`src/rtl/if_stage.sv`:
```
// rtl/if_stage.sv - instruction fetch stage: pc, single outstanding imem read, redirect handling.
// Optional one-entry skid buffer behind inst_out enabled by defining IF_PREFETCH_EN.
module if_stage #(
  parameter int               WIDTH    = 32,
  parameter logic [WIDTH-1:0] RESET_PC = 32'h0000_0000
) (
  input  logic             clk,
  input  logic             reset,
  input  logic [WIDTH-1:0] data_from_im,
  input  logic             im_ready,
  output logic [WIDTH-1:0] address_to_im,
  output logic             im_read,
  output logic [WIDTH-1:0] inst_out,
  output logic [WIDTH-1:0] pc_out,
  output logic             inst_valid,
  input  logic             id_ready,
  input  logic             redirect_valid,
  input  logic [WIDTH-1:0] redirect_pc
);

  typedef enum logic [1:0] {FETCH, WAIT, DROP} state_t;

  state_t           state_q, state_d;
  logic [WIDTH-1:0] pc_q, pc_d;
  logic [WIDTH-1:0] drop_addr_q, drop_addr_d;
  logic [WIDTH-1:0] inst_d, pcout_d;
  logic             valid_d;
  logic [WIDTH-1:0] target;
  logic             consume, capture;

`ifdef IF_PREFETCH_EN
  logic [WIDTH-1:0] buf_inst_q, buf_inst_d;
  logic [WIDTH-1:0] buf_pc_q, buf_pc_d;
  logic             buf_valid_q, buf_valid_d;
`endif

  assign target  = redirect_pc & ~WIDTH'(3);
  assign consume = inst_valid & id_ready;
  assign capture = (state_q == FETCH) & im_ready & ~redirect_valid;

  // The request drops out combinationally so an abandoned read ends with reset.
  assign im_read       = reset & (state_q != WAIT);
  assign address_to_im = (state_q == DROP) ? drop_addr_q : pc_q;

  always_comb begin
    state_d     = state_q;
    pc_d        = pc_q;
    drop_addr_d = drop_addr_q;
    inst_d      = inst_out;
    pcout_d     = pc_out;
    valid_d     = inst_valid;
`ifdef IF_PREFETCH_EN
    buf_inst_d  = buf_inst_q;
    buf_pc_d    = buf_pc_q;
    buf_valid_d = buf_valid_q;
`endif
    if (redirect_valid) begin
      pc_d    = target;
      valid_d = 1'b0;
`ifdef IF_PREFETCH_EN
      buf_valid_d = 1'b0;
`endif
      case (state_q)
        FETCH: begin
          if (!im_ready) begin
            state_d     = DROP;
            drop_addr_d = pc_q;
          end
        end
        WAIT:    state_d = FETCH;
        DROP:    if (im_ready) state_d = FETCH;
        default: state_d = FETCH;
      endcase
    end else begin
      if (state_q == DROP && im_ready) state_d = FETCH;
      if (capture) pc_d = pc_q + WIDTH'(4);
`ifndef IF_PREFETCH_EN
      if (capture) begin
        inst_d  = data_from_im;
        pcout_d = pc_q;
        valid_d = 1'b1;
        state_d = WAIT;
      end else if (state_q == WAIT && consume) begin
        valid_d = 1'b0;
        state_d = FETCH;
      end
`else
      if (consume && buf_valid_q) begin
        inst_d  = buf_inst_q;
        pcout_d = buf_pc_q;
        if (capture) begin
          buf_inst_d = data_from_im;
          buf_pc_d   = pc_q;
        end else begin
          buf_valid_d = 1'b0;
        end
      end else if (consume) begin
        if (capture) begin
          inst_d  = data_from_im;
          pcout_d = pc_q;
        end else begin
          valid_d = 1'b0;
        end
      end else if (capture) begin
        if (inst_valid) begin
          buf_inst_d  = data_from_im;
          buf_pc_d    = pc_q;
          buf_valid_d = 1'b1;
        end else begin
          inst_d  = data_from_im;
          pcout_d = pc_q;
          valid_d = 1'b1;
        end
      end
      // Requesting stops only when both holding entries are occupied.
      if (state_q != DROP) state_d = (valid_d && buf_valid_d) ? WAIT : FETCH;
`endif
    end
  end

  always_ff @(posedge clk or negedge reset) begin
    if (!reset) begin
      state_q     <= FETCH;
      pc_q        <= RESET_PC;
      drop_addr_q <= RESET_PC;
      inst_out    <= '0;
      pc_out      <= '0;
      inst_valid  <= 1'b0;
`ifdef IF_PREFETCH_EN
      buf_inst_q  <= '0;
      buf_pc_q    <= '0;
      buf_valid_q <= 1'b0;
`endif
    end else begin
      state_q     <= state_d;
      pc_q        <= pc_d;
      drop_addr_q <= drop_addr_d;
      inst_out    <= inst_d;
      pc_out      <= pcout_d;
      inst_valid  <= valid_d;
`ifdef IF_PREFETCH_EN
      buf_inst_q  <= buf_inst_d;
      buf_pc_q    <= buf_pc_d;
      buf_valid_q <= buf_valid_d;
`endif
    end
  end

endmodule

```
`config.mk`:
```
export PLATFORM = sky130hd
export DESIGN_NAME = if_stage
export DESIGN_NICKNAME = d
export VERILOG_FILES = /design/src/rtl/if_stage.sv
export SDC_FILE = /design/constraint.sdc
export NUM_CORES = 1
export LEC_CHECK = 0
export BUFFER_PORTS_ARGS = -buffer_cell sky130_fd_sc_hd__buf_4
export CAP_MARGIN = 20
export CORE_ASPECT_RATIO = 0.6
export CORE_UTILIZATION = 40
export DETAILED_ROUTE_END_ITERATION = 7
export GPL_TIMING_DRIVEN = 0
export HOLD_SLACK_MARGIN = 0.03
export PLACE_DENSITY = 0.75
export SETUP_SLACK_MARGIN = 0.3
export SLEW_MARGIN = 30
export SYNTH_ARGS = -nofsm -noshare
export SYNTH_HDL_FRONTEND = slang
export SYNTH_SLANG_ARGS = --single-unit
```
`constraint.sdc`:
```
create_clock -name clk -period 1.9 [get_ports clk]
set_input_delay 0.095 -clock clk [delete_from_list [all_inputs] [get_ports clk]]
set_output_delay 0.095 -clock clk [all_outputs]
set_load 0.01 [all_outputs]
```
## Yosys cells after proc, flatten, opt, wreduce, memory -nomap -nowiden

Index checks and enable logic that the tools add are counted.

- Bits in registers: 131
- Input bits: 69
- Output and inout port bits: 98
- Word-level logic and storage cells: 40

- Add/subtract/negate cells: 1
- Eq/ne operators: 5
- Muxes and demuxes: 13
- Bitwise operators: 6
- Reductions and logical operators: 9

Operators by type and width:

| cell | count |
|---|---|
| $mux W32 | 3 |
| $add A32 B3 Y32 const B | 1 |
| $mux W2 | 6 |
| $ne A3 B3 Y1 const B | 2 |
| $reduce_and A3 Y1 | 2 |
| $and A1 B1 Y1 | 4 |
| $pmux W2 S2 | 1 |
| $reduce_bool A4 Y1 | 1 |
| $mux W1 | 3 |
| $reduce_bool A3 Y1 | 1 |
| $eq A2 B1 Y1 const B | 1 |
| $eq A2 B2 Y1 const B | 1 |
| $logic_and A1 B1 Y1 | 2 |
| $logic_not A2 Y1 | 1 |
| $ne A2 B1 Y1 const B | 1 |
| $not A1 Y1 | 2 |
| $reduce_and A2 Y1 | 1 |
| $reduce_bool A2 Y1 | 1 |

## Depth between registers and ports, before layout

- Word-level depth: 6
- Mapped depth: 6

## Least setup slack after synthesis

Ideal clock, no wire load.

- Path type: register to register
- Start point: register pc_q[2]
- End point: register pc_q[16]
- Library setup time: 69 ps
- Arrival time: 1875 ps
- Required time: 1831 ps
- Slack: -44 ps
- Stages on the path, launching flop included: 7
- Cell sequence: dfrtp_1 -> ha_1 -> and4_1 -> nand4_2 -> buf_2 -> or4_2 -> nand3_1

- Word-level cells in the longest chain between the ends: 3

Ends and longest elaborated chain:

| what | RTL line | text |
|---|---|---|
| start, declared | 24 | `logic [WIDTH-1:0] pc_q, pc_d;` |
| start signal, assigned | 136 | `pc_q <= pc_d;` |
| $add A32 B3 Y32 | 76 | `if (capture) pc_d = pc_q + WIDTH'(4);` |
| $mux W32 | 76 |  |
| $mux W32 | 57 | `if (redirect_valid) begin` |

Every way passes these cells. The select of a mux whose other input is x is not followed.
A chain may end at the register's enable or synchronous reset.

## Worst setup path in the final report

- Start point: register state_q[1]
- End point: register pc_q[7]

- Word-level cells in the longest chain between the ends: 4

Ends and longest elaborated chain:

| what | RTL line | text |
|---|---|---|
| start, declared | 23 | `state_t state_q, state_d;` |
| start signal, assigned | 135 | `state_q <= state_d;` |
| $logic_not A2 Y1 | 39 | `assign capture = (state_q == FETCH) & im_ready & ~redirect_valid;` |
| $and A1 B1 Y1 (2 in series) | 39 |  |
| $reduce_bool A2 Y1 (no line) | -- |  |

Every way passes these cells.

==> impl_metrics.yaml <==
status:
  status: "finished with violations"
  failed_checks: "negative hold slack, negative setup slack"
synthesis:
  synthTopCellsByArea: "dfrtp_1 54%, mux2_2 23%, nand2_1 2.7%, o21ai_0 1.6%, nand3_1 1.3%"
  netlist_instances: 479
  synthArstFlopShare: 1.00
  yosysWarnings: 0
  avgSynthCellArea_sq_um: 12.1
  ys_ff_latch: 125
  synth_ff_type: "dfrtp_1"
  synth_most_common_cell: "dfrtp_1"
  yosysTopAreaCell: "dfrtp_1"
  synth_edf_count: 0
  synth_top_area_share: 0.539
  yosys-top-cells-count: "125 x dfrtp_1, 116 x mux2_2, 42 x nand2_1"
  netlist_area_sq_um: 5800
  yosysSeqAreaShare: 0.539
  yosysUniqueCellTypes: 46
detailed_routing:
  drc_errors: 0
  viasPerCell: 5.67
  drt_first_pass_iters: 6
  drtIter0Drc: 531
  ant_nets: 0
  num_vias: 5669
  drt-total-wl_mm: 22.5
  wl_per_cell_um: 22.5
setup_path:
  ff2ff_setup_slack_ns: -0.08
  crit_path_start_kind: "flop"
  slowest_stage: "dfrtp_2"
  reg2reg_depth: 9
  crit_required_ns: 2.16
  worst_ep_arrival_time_ns: 2.24
  cp_max_fo: 5
  critical-path-top-delay-family: "buffers and inverters"
  path_cells: "buf_12 > nor3b_4 > buf_4 > buf_6 > and3_4 > clkbuf_8 > buf_12 > xnor2_1 > o21ai_0"
  slowest_delay_ns: 0.45
  crit_buf_inv: 5
  cp_common_cell: "buf_12"
  r2r-start: "state_q[1]$_DFFE_PN0P_"
  end_kind: "flop"
  worst-setup-path-type: "flop to flop"
  r2r-end: "pc_q[7]$_DFFE_PN0P_"
layout:
  layout.cells.non_filler: 1000
  nNetsFinal: 865
  drive_gt1_frac: 0.585
  antenna_cells: 0
  syn_to_final_growth_pct: 82.4
  fin_util: 0.761
floorplanning:
  die_y_um: 95.3
  die_x_um: 158
  std_cell_rows: 33
  dieArea_sq_um: 15000
  coreArea_sq_um: 13900
  ios: 167
  start_util: 0.417
sta:
  slew_headroom: 0.400
  fin_skew_ns: 0.0108
  fin_setup_tns_ns: -1.66
  setup_viol: 56
  max_freq_ghz: 0.504
  worst_hold_slack_ns: -0.436
  timing.final.ws_setup_ns: -0.0841
  finalHoldViolCount: 86
  rsz0062_at_grt: "yes"
  min_period_over_period: 1.04
  period_minus_slack_ns: 1.98
  maxSlewViolCount: 0
  worstMarginPinSlew_ns: 0.897
placement:
  hpwl_mm: 11.6
  dpl.cell_count: 835
  place_congestion: 0.882
  port_buffers: 160
  place_ws_ns: -0.147
pwr:
  pwr-share-clk: 0.318
  p_int_mw: 7.96
  p_sw_mw: 3.34
  pwr-share-seq: 0.344
  power.density_nw_per_um2: 1070
  netSwitchingFraction: 0.296
  max-vdd-ir-drop_mv: 0.603
  comb_power_share: 0.338
  p_leak_nw: 4.89
clocking:
  cts_made_buffers: 17
  cts.sinks: 125
  insertion_delay_ns: 0.43
  cts_tree: "built"
  worst_setup_hold_path_clk_slew_ns: 0.07
  cts.path.max_buffers: 2
  htree_levels: 4
  clock-root-buffer: "clkbuf_16"
global_route:
  antenna_found_initial: 0
  grt_max_degree: 55
  grt_first_pass_wirelength_mm: 31.8
  grt-ovfl-total: 0
  grt_usage: 0.289
  grt_pass1_vias: 5717
worst_hold_path:
  hold_path.class: "input pin to async pin"
flow_run:
  maxCapViolCount: 0
[power groups by stage]
stage          Combinational [mW]  Sequential (mW)  Clock, mW
6_report                     3.82             3.89       3.59
5_1_grt                      4.03             3.95       3.73
4_1_cts                      3.49             3.83       3.58
3_5_place_dp                 2.72             3.83          0
3_3_place_gp                 2.65             3.78          0
2_1_floorplan                1.29             3.91          0
[metrics by stage]
stage | area, sq um | power (mW)
after detailed placement | 7600 | 6.55
after global placement | 7570 | 6.43
after global routing | 10600 | 11.7
final | 10600 | 11.3
after floorplan | 6120 | 5.20
after CTS | 10200 | 10.9
[worst max-delay path by stage]
stage / from / end / slack [ns] / depth (start not counted)
2_1_floorplan: pc_q[14]$_DFFE_PN0P_ / pc_q[29]$_DFFE_PN0P_ / 0.11 / 5
3_3_place_gp: state_q[0]$_DFFE_PN0P_ / pc_q[29]$_DFFE_PN0P_ / -0.09 / 5
3_5_place_dp: state_q[0]$_DFFE_PN0P_ / pc_q[19]$_DFFE_PN0P_ / -0.15 / 5
4_1_cts: state_q[1]$_DFFE_PN0P_ / address_to_im[30] / 0.003 / 6
5_1_grt: state_q[1]$_DFFE_PN0P_ / pc_q[7]$_DFFE_PN0P_ / -0.15 / 9
6_report: state_q[1]$_DFFE_PN0P_ / pc_q[7]$_DFFE_PN0P_ / -0.08 / 9
[cell type report]
class	count	area, sq um
Fill cell	782	3330
Inverter	9	36.3
Sequential cell	125	3150
Multi-Input combinational cell	311	3180
Clock buffer	17	425
Timing Repair Buffer	294	2890
Clock inverter	15	211
Buffer	37	468
Tap cell	192	240
[cell usage in the layout, fill, tap and decap left out, types with 6 or more instances in the layout]
cell type / instances
mux2_4: 112
or4_4: 7
nor2_1: 16
nand3_1: 9
dfrtp_2: 15
and4_1: 6
clkbuf_16: 29
buf_6: 56
buf_4: 161
o31ai_1: 6
buf_8: 8
buf_12: 10
nand2_1: 34
o21ai_0: 9
dlygate4sd3_1: 65
inv_1: 8
a31oi_1: 9
dfrtp_1: 110
nand4_1: 11
[layer usage]
layer / track usage / wire, um / part of all wire / up-vias
met3: 0.0768 / 1870 / 0.083 / 82
met5: 0 / 0 / 0 / -
li1: - / - / - / 2367
met2: 0.452 / 10200 / 0.45 / 368
met1: 0.382 / 9640 / 0.43 / 2852
met4: 0.122 / 788 / 0.035 / 0
[timing repair]
item,in CTS,in global routing
hold buffers,65,1
pin swaps,23,12
endpoints found under the hold margin,137,66
gates cloned,10,5
gates resized for setup,191,62
setup buffers,44,8
endpoints found under the setup margin,148,153
[state kept, by name, indices dropped and copies added (netlist names)]
| signal | count |
|---|---|
| state_q | 2 |
| inst_out | 32 |
| pc_q | 30 |
| inst_valid | 1 |
| pc_out | 30 |
| drop_addr_q | 30 |
[cell families after synthesis]
group	synth area share
compound gates	0.0608
other cells	0.000646
fa+ha+maj	0.00216
buf+inv	0.0373
xor+xnor	0.0151
simple gates	0.118
flops	0.539
mux	0.227
No activity file was read; power rests on OpenSTA's default activity.
